===== src/rtl/enc2freq_scale.sv =====
// Rotary encoder pulses to scale-note frequency: detent counting, multi-octave
// position with wrap/saturate, major/minor tables and a change strobe.
module enc2freq_scale #(
  parameter int PPS    = 4,
  parameter int N_OCT  = 2,
  parameter int WRAP   = 1,
  parameter int FREQ_W = 32
) (
  input  logic              clk,
  input  logic              reset,
  input  logic              cw,
  input  logic              ccw,
  input  logic              minor,
  output logic [FREQ_W-1:0] freq,
  output logic [2:0]        degree,
  output logic [2:0]        octave,
  output logic              changed
);
  localparam int NPOS = 7 * N_OCT;
  localparam int PW   = (NPOS > 1) ? $clog2(NPOS) : 1;
  localparam logic signed [5:0] CMAX = 6'(PPS - 1);
  localparam logic signed [5:0] CMIN = -CMAX;

  logic [PW-1:0]     pos, pos_n;
  logic signed [5:0] cnt, cnt_n;
  logic [2:0]        deg_n, oct_n;
  logic [15:0]       base_hz;
  logic [FREQ_W-1:0] freq_n;
  logic              up, dn, step_up, step_dn;

  // Opposing pulses in the same cycle cancel out entirely.
  assign up      = cw & ~ccw;
  assign dn      = ccw & ~cw;
  assign step_up = up && (cnt == CMAX);
  assign step_dn = dn && (cnt == CMIN);

  always_comb begin
    cnt_n = cnt;
    pos_n = pos;
    deg_n = degree;
    oct_n = octave;
    if (up) cnt_n = step_up ? 6'sd0 : cnt + 6'sd1;
    if (dn) cnt_n = step_dn ? 6'sd0 : cnt - 6'sd1;
    if (step_up) begin
      if (pos == PW'(NPOS - 1)) begin
        if (WRAP != 0) begin
          pos_n = '0;
          deg_n = 3'd0;
          oct_n = 3'd0;
        end
      end else begin
        pos_n = pos + PW'(1);
        if (degree == 3'd6) begin
          deg_n = 3'd0;
          oct_n = octave + 3'd1;
        end else begin
          deg_n = degree + 3'd1;
        end
      end
    end
    if (step_dn) begin
      if (pos == '0) begin
        if (WRAP != 0) begin
          pos_n = PW'(NPOS - 1);
          deg_n = 3'd6;
          oct_n = 3'(N_OCT - 1);
        end
      end else begin
        pos_n = pos - PW'(1);
        if (degree == 3'd0) begin
          deg_n = 3'd6;
          oct_n = octave - 3'd1;
        end else begin
          deg_n = degree - 3'd1;
        end
      end
    end
  end

  // Degrees 2, 5 and 6 are flattened in natural minor.
  always_comb begin
    base_hz = 16'd262;
    case (degree)
      3'd0:    base_hz = 16'd262;
      3'd1:    base_hz = 16'd294;
      3'd2:    base_hz = minor ? 16'd311 : 16'd330;
      3'd3:    base_hz = 16'd349;
      3'd4:    base_hz = 16'd392;
      3'd5:    base_hz = minor ? 16'd415 : 16'd440;
      3'd6:    base_hz = minor ? 16'd466 : 16'd494;
      default: base_hz = 16'd262;
    endcase
    freq_n = FREQ_W'(base_hz) << octave;
  end

  always_ff @(posedge clk) begin
    if (reset) begin
      pos     <= '0;
      cnt     <= '0;
      degree  <= 3'd0;
      octave  <= 3'd0;
      freq    <= FREQ_W'(262);
      changed <= 1'b0;
    end else begin
      pos     <= pos_n;
      cnt     <= cnt_n;
      degree  <= deg_n;
      octave  <= oct_n;
      freq    <= freq_n;
      changed <= (freq_n != freq);
    end
  end
endmodule

===== config.mk =====
export PLATFORM = sky130hd
export DESIGN_NAME = enc2freq_scale
export DESIGN_NICKNAME = d
export VERILOG_FILES = /design/src/rtl/enc2freq_scale.sv
export SDC_FILE = /design/constraint.sdc
export NUM_CORES = 1
export LEC_CHECK = 0
export CORE_MARGIN = 5
export CORE_UTILIZATION = 40
export CTS_BUF_LIST = sky130_fd_sc_hd__clkbuf_4
export DETAILED_ROUTE_END_ITERATION = 10
export PLACE_DENSITY_LB_ADDON = 0.1
export SYNTH_ARGS = -nofsm -noshare
export SYNTH_HDL_FRONTEND = slang
export SYNTH_SLANG_ARGS = --single-unit

===== constraint.sdc =====
create_clock -name clk -period 3.2 [get_ports clk]
set_input_delay 0.8 -clock clk [delete_from_list [all_inputs] [get_ports clk]]
set_output_delay 0.8 -clock clk [all_outputs]
set_load 0.01 [all_outputs]

==> run summary, run 1 <==
=================================================================================
1st-iter DRT viols .................................................          152
Number of synthesized register bits ................................           33
Final Routed Wirelength ............................................      7.35 mm
GR Overflow Total ..................................................            0
Maximum clock frequency ............................................      340 MHz
Port buffer count ..................................................           27
DR WL/cell .........................................................      14.5 um
Setup skew after layout ............................................   0.00797 ns
Critical Path AT ...................................................      3.14 ns
Root Driver ........................................................     clkbuf_4
Highest-delay cell along the critical path .........................      dfxtp_1
Number of max-cap violations .......................................            0
Syn avg cell area ..................................................   7.48 sq um
Min setup slack post-route .........................................     0.255 ns
Largest voltage drop on the vdd net ................................   0.000122 V
Commonest non-fill, non-tap cell in the layout .....................       nor2_1
Floorplan die area .................................................   8950 sq um
Max_slew headroom ..................................................        49.0%
Crit end category ..................................................         flop
Leakage power ......................................................   0.00129 uW
Final-report hold violation count ..................................            0
Width of the chip ..................................................      94.6 um
Commonest non-fill, non-tap cells in the layout .................... nor2_1 (43), dfxtp_1 (33), a21oi_1 (32), clkdlybuf4s50_1 (27), nand2_1 (26)
Drt first pass iters ...............................................            4
# rows .............................................................           30
Sequential element share of the synthesized area ...................        23.1%
Post-synth EDFFs ...................................................            0
Sum of negative setup slack ........................................         0 ns
Die height .........................................................      94.6 um
Number of global-route vias before repair ..........................         2540
Global-route total usage across every layer ........................        16.9%
Class of the tightest hold or removal check ........................      reg2reg
Flip-flop cell with the highest count after synthesis ..............      dfxtp_1
Dpl ws .............................................................   -0.0199 ns
Clock insertion delay at the later pin of the skew report ..........      0.33 ns
Leading cell types by total area after synthesis ................... dfxtp_1 (23%), ha_1 (6.1%), nor2_1 (5.6%), a21oi_1 (5.6%), buf_4 (4.2%)
Count of vias placed by the detailed router ........................         2755
Power Dens Cells ...................................................  246 nW/um^2
Minimum clock period after layout ..................................      2.95 ns
Boundary Pins ......................................................           44
Unrepaired setup endpoints after global routing ....................           no
Largest net degree at the start of global routing ..................           22
Post-Synthesis Cells ...............................................          383
Final setup violation count ........................................            0
Global-route wire length before repair .............................      12.3 mm
Critical Path, Cell by Cell ........................................ inv_1 > ha_1 > mux2_4 > nor3_2 > o21ai_0 > a31oi_1 > mux2i_1 > o2111ai_1 > nor4b_2 > a41oi_1
Number of different library cells in the post-synthesis netlist ....           64
Number of max-slew violations in the final report ..................            0
Post-DP HPWL .......................................................      5.45 mm
Worst reg-to-reg path cell count ...................................           10
Max H-tree Level ...................................................            2
Clock Sinks ........................................................           33
Post-route antenna net violation count .............................            0
Clock tree from TritonCTS ..........................................          yes
Portion of synthesized cell area occupied by the leading cell type .        23.1%
Synthesis-to-finish area growth ....................................        14.9%
Final clock period utilization by the worst path ...................        92.0%
Antenna diode count ................................................            0
Initial antenna violation count ....................................            0
Remaining design rule violation count ..............................            0
Slew at the pin closest to its max-slew limit ......................     0.764 ns
Delay of the slowest cell on the worst path ........................      0.45 ns
Setup CP Type ......................................................      reg2reg
Dominant cell type by area after synthesis .........................      dfxtp_1
Core region area ...................................................   6870 sq um
Fill cell instance count of the final layout .......................          694
Largest fanout of any net on the critical path .....................            7
Worst Hold Depth ...................................................            2
Count of synthesis-stage warnings from yosys .......................            0
Routability congestion estimate from global placement ..............        0.851
Hold-fix buffers at CTS ............................................            0
Starting density of the core .......................................        41.7%
Run status .........................................................    completed
Worst endpoint required time .......................................      3.40 ns
Slack of the worst reg-to-reg path .................................      0.25 ns
CTS Buf Count ......................................................            5
Clock Pin Slew Worst Setup and Hold Paths ..........................      0.11 ns
Share of layout cells above drive strength 1 .......................        10.7%
Fraction of registers with async set/reset .........................           0%
Fin nets ...........................................................          428
Post-CTS Resized ...................................................            0
Post-CTS setup buffer count ........................................            0
Kind of start point of the critical path ...........................         flop
Synth Cell Area ....................................................   2860 sq um
Worst-case clock buffer depth ......................................            2
Via density ........................................................         5.44
=================================================================================
-- logic make-up (layout without fill, tap and decap cells) --
family / count (synthesis) / in the layout / share of synthesized area, %
simple gates: 142 / 142 / 26.0
compound gates: 107 / 107 / 25.2
fa+ha+maj: 14 / 14 / 6.12
flops: 33 / 33 / 23.1
other cells: 1 / 16 / 0.131
buf+inv: 59 / 71 / 10.4
xor+xnor: 15 / 15 / 4.59
mux: 12 / 12 / 4.50
-- synth_stat cells, types with 3 or more instances --
master / instances
o221ai_1: 3
xor2_1: 9
o31ai_1: 3
mux2_2: 3
and3_1: 4
and2_1: 3
o21ai_0: 17
ha_1: 14
nor3_1: 10
a211oi_1: 8
mux2i_1: 8
buf_4: 16
nand4b_1: 3
nand3_1: 11
or3_1: 6
a21oi_1: 32
inv_1: 13
nor4_1: 6
nor2b_1: 5
xnor2_1: 6
clkbuf_1: 22
buf_2: 7
a31oi_1: 10
dfxtp_1: 33
nor2_1: 43
nand2b_1: 10
nand4_1: 3
nand2_1: 26
-- power by group --
part           total, uW  switching [uW]  internal [uW]
Sequential           436            15.4            420
Clock                243             151           92.3
Combinational        130            74.4           55.7
Total                809             240            568
-- registers in the layout, summed over array words and instances, names as in the netlist --
| signal | cells |
|---|---|
| pos | 4 |
| degree | 3 |
| freq | 16 |
| cnt | 6 |
| octave | 3 |
| changed | 1 |
-- per-stage QoR --
step                cell area (sq um)  hold WS, ns  instances  total power (uW)  util [%]
detailed placement               3230        0.542        498               574      47.1
global route                     3290        0.613        506               861      47.9
floorplan                        2920        0.496        398               553         -
CTS                              3290        0.563        506               821      47.9
global placement                 3230        0.531        498               573      47.1
finish                           3290        0.564        506               809      47.9
-- routing by layer --
metal,wire [um],global-route usage [%],up-vias
met4,97,4.69,0
met5,0,0,-
met1,3420,22.0,1289
li1,-,-,1404
met3,271,2.95,6
met2,3560,28.8,56
-- worst paths after layout --
path,startpoint,endpoint
worst max-delay path,degree[0]$_SDFFE_PP0P_,changed$_SDFF_PP0_
worst min-delay path,cnt[4]$_SDFFE_PP0P_,cnt[4]$_SDFFE_PP0P_
worst max register to register,degree[0]$_SDFFE_PP0P_,changed$_SDFF_PP0_
worst min register to register,cnt[4]$_SDFFE_PP0P_,cnt[4]$_SDFFE_PP0P_
-- worst max-delay path, delay by kind of cell, from the launching register on --
kind,cells,cell delay [ns]
AO/OA/AOI/OAI,4,0.82
adder cells (fa/ha/maj),1,0.22
buffers and inverters,1,0.12
flip-flops,1,0.45
multiplexers,2,0.50
AND/OR/NAND/NOR,2,0.70
-- area by class of cell --
type                            instances  area (sq um)  share of cell area [%]
Timing Repair Buffer                   50           443                    13.5
Multi-Input combinational cell        306          1960                    59.6
Clock inverter                          2          10.0                   0.304
Tap cell                               96           120                    3.65
Clock buffer                            6          45.0                    1.37
Inverter                               13          48.8                    1.48
Sequential cell                        33           661                    20.1
(Power assumes the default switching activity.)
==> run 2, diff against run 1 <==
--- a/config.mk
+++ b/config.mk
@@ -6,7 +6,7 @@
 export NUM_CORES = 1
 export LEC_CHECK = 0
 export CORE_MARGIN = 5
-export CORE_UTILIZATION = 40
+export CORE_UTILIZATION = 51
 export CTS_BUF_LIST = sky130_fd_sc_hd__clkbuf_4
 export DETAILED_ROUTE_END_ITERATION = 10
 export PLACE_DENSITY_LB_ADDON = 0.1
==> run summary, run 2 (same netlist as run 1, synthesis figures left out) <==
==================================================================================
Run status ..........................................................    completed
Post-route antenna net violation count ..............................            0   unchanged
1st-iter DRT viols ..................................................          269   +77%
Layout Utilization ..................................................        59.5%   +12 points
Final-report hold violation count ...................................            0   unchanged
Multi-input logic area ..............................................   1970 sq um   +0.32%
GR Overflow Total ...................................................            0   unchanged
Via density .........................................................         5.82   +7.0%
Fin nets ............................................................          427   -0.23%
Crit end category ...................................................         flop
Boundary Pins .......................................................           44   unchanged
Clock insertion delay at the later pin of the skew report ...........      0.34 ns   about the same
Remaining design rule violation count ...............................            0   unchanged
Post-CTS setup buffer count .........................................            0   unchanged
Count of vias placed by the detailed router .........................         2801   +1.7%
Max_slew headroom ...................................................        61.2%   +12 points
Worst hold slack across all endpoints ...............................     0.550 ns   -0.0136 ns
Min setup slack post-route ..........................................     0.325 ns   +0.0706 ns
Clock tree from TritonCTS ...........................................          yes
Root Driver .........................................................     clkbuf_4
Width of the chip ...................................................      84.9 um   -10%
Setup CP Type .......................................................      reg2reg
Final Routed Wirelength .............................................      7.24 mm   -1.5%
Synthesis-to-finish area growth .....................................        13.6%
Class of the tightest hold or removal check .........................      reg2reg
Largest fanout of any net on the critical path ......................           13   +6
Post-placement cell area ............................................   3200 sq um   -1.2%
Largest voltage drop on the vdd net .................................   0.000296 V   +140%
DR WL/cell ..........................................................      15.1 um   +3.6%
Global-route wire length before repair ..............................      12.4 mm   +0.56%
Post-DP HPWL ........................................................      5.43 mm   -0.31%
Tot Pwr .............................................................       801 uW   -1.0%
Kind of start point of the critical path ............................         flop
Leakage power .......................................................   0.00130 uW   +0.16%
Number of global-route vias before repair ...........................         2603   +2.5%
Final clock period utilization by the worst path ....................        89.8%   -2.2 points
Setup skew after layout .............................................    0.0129 ns   +0.00489 ns
Worst reg-to-reg path cell count ....................................            9   -1
Fill cell instance count of the final layout ........................          521   -25%
Dpl ws ..............................................................   -0.0245 ns   -0.00451 ns
Global-route total usage across every layer .........................        20.5%   +3.6 points
Worst Hold Path EP .................................................. cnt[4]$_SDFFE_PP0P_
Max H-tree Level ....................................................            2   unchanged
Hold-fix buffers at CTS .............................................            0   unchanged
Critical R2R Capture ................................................ changed$_SDFF_PP0_
Routability congestion estimate from global placement ...............        0.881   +3.5%
Core region area ....................................................   5470 sq um   -20%
Final instance area .................................................   3250 sq um   -1.1%
Worst Hold Depth ....................................................            2   unchanged
Number of max-slew violations in the final report ...................            0   unchanged
Worst endpoint required time ........................................      3.40 ns   about the same
Critical register-to-register path startpoint ....................... degree[2]$_SDFFE_PP0P_
Worst-case clock buffer depth .......................................            2   unchanged
Port buffer count ...................................................           27   unchanged
Registers with the highest flip-flop counts ......................... freq x16, cnt x6, pos x4
Register bank with the most flops ...................................         freq
Initial antenna violation count .....................................            0   unchanged
CTS Buf Count .......................................................            5   unchanged
Flip-flop count of the largest register, all copies and words added .           16   unchanged
Sequential Area .....................................................    662 sq um   +0.19%
Clock Sinks .........................................................           33   unchanged
Slew at the pin closest to its max-slew limit .......................     0.577 ns   -0.187 ns
Launch instance of the worst min-delay path ......................... cnt[4]$_SDFFE_PP0P_
Unrepaired setup endpoints after global routing .....................           no
Floorplan die area ..................................................   7210 sq um   -19%
Final setup violation count .........................................            0   unchanged
Antenna diode count .................................................            0   unchanged
Starting density of the core ........................................        52.3%   +11 points
Drt first pass iters ................................................            4   unchanged
Slack of the worst reg-to-reg path ..................................      0.33 ns   +0.07 ns
Critical Path AT ....................................................      3.07 ns   -0.07 ns
Share of layout cells above drive strength 1 ........................        10.3%   -0.46 points
Commonest non-fill, non-tap cell in the layout ......................       nor2_1
Commonest non-fill, non-tap cells in the layout ..................... nor2_1 (43), a21oi_1 (32), dfxtp_1 (32), clkdlybuf4s50_1 (27), nand2_1 (26)
Clock Pin Slew Worst Setup and Hold Paths ...........................      0.11 ns   about the same
Minimum clock period after layout ...................................      2.87 ns   -0.0706 ns
Power Dens Cells ....................................................  246 nW/um^2   about the same
# rows ..............................................................           27   -10%
Largest net degree at the start of global routing ...................           21   -4.5%
Number of max-cap violations ........................................            0   unchanged
Maximum clock frequency .............................................      348 MHz   +2.5%
Die height ..........................................................      84.9 um   -10%
==================================================================================
==> run 2: cell count changes in the layout (fill, tap and decap cells not counted), sizes merged <==
cell    before  now
clkinv       2    3
clkbuf       6    5
buf         23   22
==> run 2: layout make-up <==
| cell class | instances | share of cell area, % |
|---|---|---|
| Clock buffer | 5 | 1.15 |
| Tap cell | 72 | 2.77 |
| Inverter | 13 | 1.50 |
| Timing Repair Buffer | 49 | 13.4 |
| Sequential cell | 33 | 20.3 |
| Clock inverter | 3 | 0.384 |
| Multi-Input combinational cell | 306 | 60.5 |
==> run 2: through the flow <==
stage	std cells	TNS (ns)
6_report	481	0
5_1_grt	481	0
4_1_cts	481	0
3_5_place_dp	473	-0.0245
3_3_place_gp	473	0
2_1_floorplan	398	0
==> run 2: timing repair <==
item | CTS | global route
gates resized for setup | 0 | 3
endpoints found under the setup margin | 0 | 1
hold endpoints to repair | 0 | 0
==> run 2: how the worst max path moves through the flow <==
stage / startpoint / to / slack, ns / cells past startpoint
after floorplan: degree[0]$_SDFFE_PP0P_ / changed$_SDFF_PP0_ / 0.48 / 11
after global placement: minor / changed$_SDFF_PP0_ / 0.05 / 10
after detailed placement: minor / changed$_SDFF_PP0_ / -0.02 / 10
after CTS: degree[0]$_SDFFE_PP0P_ / changed$_SDFF_PP0_ / 0.15 / 10
after global routing: degree[2]$_SDFFE_PP0P_ / changed$_SDFF_PP0_ / 0.03 / 9
final: degree[2]$_SDFFE_PP0P_ / changed$_SDFF_PP0_ / 0.33 / 9
==> run 2: power by group <==
group / internal, uW / switching (uW)
Sequential: 420 / 15.1
Combinational: 56.6 / 76.1
Clock: 79.6 / 153
==> run 2: critical path: stages (launching register included) <==
cell and delay, ns:
dfxtp_1 0.60, inv_1 0.17, ha_1 0.32, a21oi_1 0.31, o21ai_0 0.20, a31oi_1 0.29, mux2i_1 0.22, o2111ai_1 0.15
nor4b_2 0.34, a41oi_1 0.14
==> run 2: per-layer routing <==
| layer | up-vias | part of all wire [%] | wire (um) | track usage [%] |
|---|---|---|---|---|
| met5 | - | 0 | 0 | 0 |
| met4 | 0 | 1.8 | 129 | 6.47 |
| li1 | 1403 | - | - | - |
| met3 | 12 | 4.4 | 316 | 4.27 |
| met2 | 76 | 50 | 3610 | 35.3 |
| met1 | 1310 | 44 | 3190 | 25.6 |
==> run 3, diff against run 2 <==
--- a/config.mk
+++ b/config.mk
@@ -10,6 +10,8 @@
 export CTS_BUF_LIST = sky130_fd_sc_hd__clkbuf_4
 export DETAILED_ROUTE_END_ITERATION = 10
 export PLACE_DENSITY_LB_ADDON = 0.1
+export RECOVER_POWER = 25
+export REMOVE_ABC_BUFFERS = 1
 export SYNTH_ARGS = -nofsm -noshare
 export SYNTH_HDL_FRONTEND = slang
 export SYNTH_SLANG_ARGS = --single-unit
==> run summary, run 3 (same netlist as run 1, synthesis figures left out) <==
==================================================================================
Clock insertion delay at the later pin of the skew report ...........      0.33 ns   about the same
Class of the tightest hold or removal check .........................      reg2reg
Leakage power .......................................................   0.00130 uW   +0.16%
Global-route total usage across every layer .........................        19.7%   -0.80 points
Routability congestion estimate from global placement ...............        0.847   -3.8%
Critical path startpoint ............................................        minor
Unrepaired setup endpoints after global routing .....................           no
Fin nets ............................................................          423   -0.94%
Remaining design rule violation count ...............................            0   unchanged
Final Routed Wirelength .............................................      7.09 mm   -2.1%
Setup CP Type .......................................................       in2reg
GR Overflow Total ...................................................            0   unchanged
Drt first pass iters ................................................            4   unchanged
Count of vias placed by the detailed router .........................         2796   -0.18%
Largest fanout of any net on the critical path ......................           10   -3
Final-report hold violation count ...................................            0   unchanged
# rows ..............................................................           27   unchanged
Maximum clock frequency .............................................      341 MHz   -2.0%
Clock Pin Slew Worst Setup and Hold Paths ...........................      0.11 ns   about the same
Crit end category ...................................................         flop
Largest voltage drop on the vdd net .................................   0.000176 V   -40%
Initial antenna violation count .....................................            0   unchanged
Minimum clock period after layout ...................................      2.93 ns   +0.0579 ns
Max H-tree Level ....................................................            2   unchanged
Number of max-slew violations in the final report ...................            0   unchanged
Critical R2R Capture ................................................ changed$_SDFF_PP0_
Worst endpoint required time ........................................      3.39 ns   about the same
Dpl ws ..............................................................   -0.0249 ns   -0.000414 ns
Worst reg-to-reg path cell count ....................................            9   unchanged
Power Dens Cells ....................................................  272 nW/um^2   +10%
Setup skew after layout .............................................   0.00521 ns   -0.00765 ns
Post-DP HPWL ........................................................      5.16 mm   -4.9%
Kind of start point of the critical path ............................   input port
Worst-case clock buffer depth .......................................            2   unchanged
Post-route antenna net violation count ..............................            0   unchanged
Via density .........................................................         5.86   +0.66%
Launch instance of the worst min-delay path ......................... cnt[4]$_SDFFE_PP0P_
Final setup violation count .........................................            0   unchanged
Number of max-cap violations ........................................            0   unchanged
Registers with the highest flip-flop counts ......................... freq x16, cnt x6, pos x4
Flip-flop count of the largest register, all copies and words added .           16   unchanged
Starting density of the core ........................................        52.3%   unchanged
Critical register-to-register path startpoint ....................... degree[2]$_SDFFE_PP0P_
Die height ..........................................................      84.9 um   unchanged
Boundary Pins .......................................................           44   unchanged
CTS Buf Count .......................................................            5   unchanged
Commonest non-fill, non-tap cells in the layout ..................... nor2_1 (43), dfxtp_1 (33), a21oi_1 (32), nand2_1 (26), buf_4 (18)
Floorplan die area ..................................................   7210 sq um   unchanged
1st-iter DRT viols ..................................................          240   -11%
Port buffer count ...................................................           27   unchanged
Clock tree from TritonCTS ...........................................          yes
Root Driver .........................................................     clkbuf_4
Final clock period utilization by the worst path ....................        91.6%   +1.8 points
Critical Path AT ....................................................      3.13 ns   +0.06 ns
Worst Hold Depth ....................................................            2   unchanged
Clock Sinks .........................................................           33   unchanged
Share of layout cells above drive strength 1 ........................        9.38%   -0.89 points
Core region area ....................................................   5470 sq um   unchanged
Global-route wire length before repair ..............................      11.8 mm   -4.7%
DR WL/cell ..........................................................      14.9 um   -1.2%
Synthesis-to-finish area growth .....................................        13.5%   about the same
Hold-fix buffers at CTS .............................................            0   unchanged
Tot Pwr .............................................................       884 uW   +10%
Largest net degree at the start of global routing ...................           27   +29%
Width of the chip ...................................................      84.9 um   unchanged
Commonest non-fill, non-tap cell in the layout ......................       nor2_1
Number of global-route vias before repair ...........................         2478   -4.8%
Register bank with the most flops ...................................         freq
Worst Hold Path EP .................................................. cnt[4]$_SDFFE_PP0P_
Min setup slack post-route ..........................................     0.267 ns   -0.0579 ns
Slack of the worst reg-to-reg path ..................................      0.27 ns   -0.06 ns
Max_slew headroom ...................................................        47.3%   -14 points
Run status ..........................................................    completed
Antenna diode count .................................................            0   unchanged
Slew at the pin closest to its max-slew limit .......................     0.789 ns   +0.212 ns
==================================================================================
## run 3: cell count changes in the layout (fill, tap and decap cells not counted), sizes merged
cell,before,now
buf,22,18
clkinv,3,1
clkbuf,5,6
clkdlybuf4s50,27,15
dlygate4sd3,0,12
bufinv,0,1
## run 3: worst max-delay path by stage
stage	end	slack [ns]	cells past startpoint
detailed placement	changed$_SDFF_PP0_	-0.02	8
global placement	changed$_SDFF_PP0_	-0.007	8
global route	changed$_SDFF_PP0_	0.002	9
CTS	changed$_SDFF_PP0_	0.25	10
floorplan	changed$_SDFF_PP0_	0.35	10
finish	changed$_SDFF_PP0_	0.27	9
## run 3: worst max-delay path: stages
cell and delay [ns]:
clkdlybuf4s50_1 0.54, nand2b_1 0.16, a21oi_1 0.10, o31ai_1 0.48
o2bb2ai_1 0.24, xnor2_1 0.18, o2111ai_1 0.19, nor4b_2 0.30
a41oi_1 0.13
## run 3: per-layer routing
metal  vias to the layer above  part of all wire [%]  wire [um]  GRT usage, %
li1                       1396                     -          -             -
met5                         -                     0          0             0
met2                        89                    49       3480          32.9
met4                         0                   1.8        127          7.63
met3                        10                   5.2        372          3.30
met1                      1301                    44       3110          25.4
## run 3: cell type report
class | instances | area, sq um
Multi-Input combinational cell | 306 | 1970
Tap cell | 72 | 90.1
Inverter | 13 | 48.8
Timing Repair Buffer | 45 | 405
Fill cell | 525 | 2220
Sequential cell | 33 | 661
Clock buffer | 6 | 45.0
Clock inverter | 2 | 33.8
## run 3: repair_timing
| item | 4_1_cts | 5_1_grt |
|---|---|---|
| endpoints found under the setup margin | 0 | 1 |
| resized for setup | 0 | 1 |
| setup buffers | 0 | 0 |
## run 3: through the flow
step	util, %	cell area, sq um	setup TNS, ns	cells	hold slack [ns]
finish	59.4	3250	0	477	0.557
global route	59.4	3250	0	477	0.620
CTS	59.3	3250	0	477	0.565
detailed placement	57.9	3170	-0.0249	469	0.545
global placement	57.9	3170	-0.00674	469	0.526
floorplan	-	2670	0	352	0.496
## run 3: where the power goes
group          leakage (uW)  switching [uW]  internal [uW]  total [uW]
clock             0.0000433             150            171         321
sequential         0.000267            15.4            420         436
combinational      0.000987            74.0           53.2         127
total               0.00130             239            645         884
==> RTL edit (settings of run 1) <==
Remove the register `changed`: a continuous assignment takes its place, so the output `changed` follows one clock earlier.
--- a/src/rtl/enc2freq_scale.sv
+++ b/src/rtl/enc2freq_scale.sv
@@ -102,3 +102,2 @@
       freq    <= FREQ_W'(262);
-      changed <= 1'b0;
     end else begin
@@ -109,5 +108,6 @@
       freq    <= freq_n;
-      changed <= (freq_n != freq);
     end
   end
+
+  assign changed = (freq_n != freq);
 endmodule
Behaviour: not the same (a bounded check fails within 10 cycles, from zero or initial values and one cycle with reset high).
==> RTL edit against run 1 <==
The flow now finishes with violations (negative setup slack). First-iteration DRC count down 14%. Largest power group unchanged. Sequential cell count down 1. Routed wire length up 10%. Cell count up 13%. Area after synthesis up 1.2%. Final area up 27%. Synthesized cell count down 2.3%. Power up 10%. Via count up 6.6%. Setup slack worse by 0.84 ns.
==> RTL edit: results (changes against run 1) <==
[status]
status=complete, but fails checks
violations=negative setup slack

[global_route]
grt_util_met3_pct=2.84  ; -0.11 points
grt_pass1_wl_mm=13.2  ; +7.3%
gr-usage-all-layers_pct=18.2  ; +1.2 points
met1_usage_pct=23.7  ; +1.7 points
grt_max_degree=20  ; -9.1%
grt_pass1_vias=2803  ; +10%
use_met2_pct=31.0  ; +2.2 points

[setup_path]
cp_top_family=simple AND/OR/NAND/NOR gates
crit_path_max_fanout=6  ; -1
reg2reg_to=freq[8]$_SDFF_PP1_
crit_path_start=minor
max_stage_delay_ns=0.50  ; +0.05 ns
r2r_slack_ns=0.98  ; +0.73 ns

[timing]
holdWs_ns=0.554  ; -0.00926 ns
post-route-worst-setup-slack_ns=-0.586  ; -0.841 ns
clock-skew-final_ns=0.00682  ; -0.00116 ns
setup_tns_ns=-0.586  ; -0.586 ns
finalSetupViolations=1  ; +1

[synthesis]
synthTopCellsByCount=nor2_1 (40), dfxtp_1 (32), nand2_1 (25)
yosys-top-cells-area=dfxtp_1 (22%), ha_1 (6.0%), nor2_1 (5.2%)

[pwr]
p_leak_nw=1.74  ; +35%
vdd_drop_max_mv=0.234  ; +92%

[drt]
num_vias=2938  ; +6.6%
wl_per_cell_um=14.2  ; -2.1%

[layout]
final_nets=489  ; +14%

[placed_design]
place.gp.congestion=0.893  ; +4.9%

RTL edit: changes by cell type in the layout (fill, tap and decap cells not counted), sizes merged, moves of 4 or more:
cell	before	now
a31oi	10	6
nor3	11	22
a2111oi	1	5
or3	7	2
a21oi	33	24
buf	23	92
nand3	11	6
xnor2	6	11
o21ai	17	22
RTL edit: per-layer routing:
layer / share of wire, % / wire (um)
met5: 0 / 0
met1: 46 / 3710
met4: 1.8 / 142
met2: 49 / 3950
met3: 3.9 / 316
RTL edit: kinds of logic after synthesis:
family	share of synthesized area, %
and+or+nand+nor	23.0
buffers and inverters	10.9
muxes	7.68
xor gates and xnor gates	5.74
AOI/OAI and AO/OA	24.4
DFF	22.1
other	0.129
adders and majority gates	6.04
RTL edit: area by class of cell:
type / instances / area, um^2
fill: 660 / 2970
multi-input combinational: 298 / 2270
timing repair buffer: 117 / 978
sequential: 32 / 648
tap: 99 / 124
inverter: 16 / 62.6
clock buffer: 6 / 45.0
clock inverter: 2 / 35.0
RTL edit: how the worst min path moves through the flow:
stage	endpoint	cells after the start
3_3_place_gp	cnt[4]$_SDFFE_PP0P_	2
3_5_place_dp	cnt[4]$_SDFFE_PP0P_	2
5_1_grt	cnt[4]$_SDFFE_PP0P_	2
2_1_floorplan	cnt[4]$_SDFFE_PP0P_	2
6_report	cnt[4]$_SDFFE_PP0P_	2
4_1_cts	cnt[4]$_SDFFE_PP0P_	2
RTL edit: what timing repair did:
action,CTS,global route
gates resized for setup,41,23
endpoints found under the setup margin,1,1
buffers inserted,16,9
cloned,0,0
pin swaps,16,16
RTL edit: report_power, final:
group	total, mW	switching [mW]	internal (mW)
registers	0.422	0.0162	0.406
clock network	0.325	0.153	0.172
logic	0.146	0.0793	0.0662
total	0.893	0.249	0.644
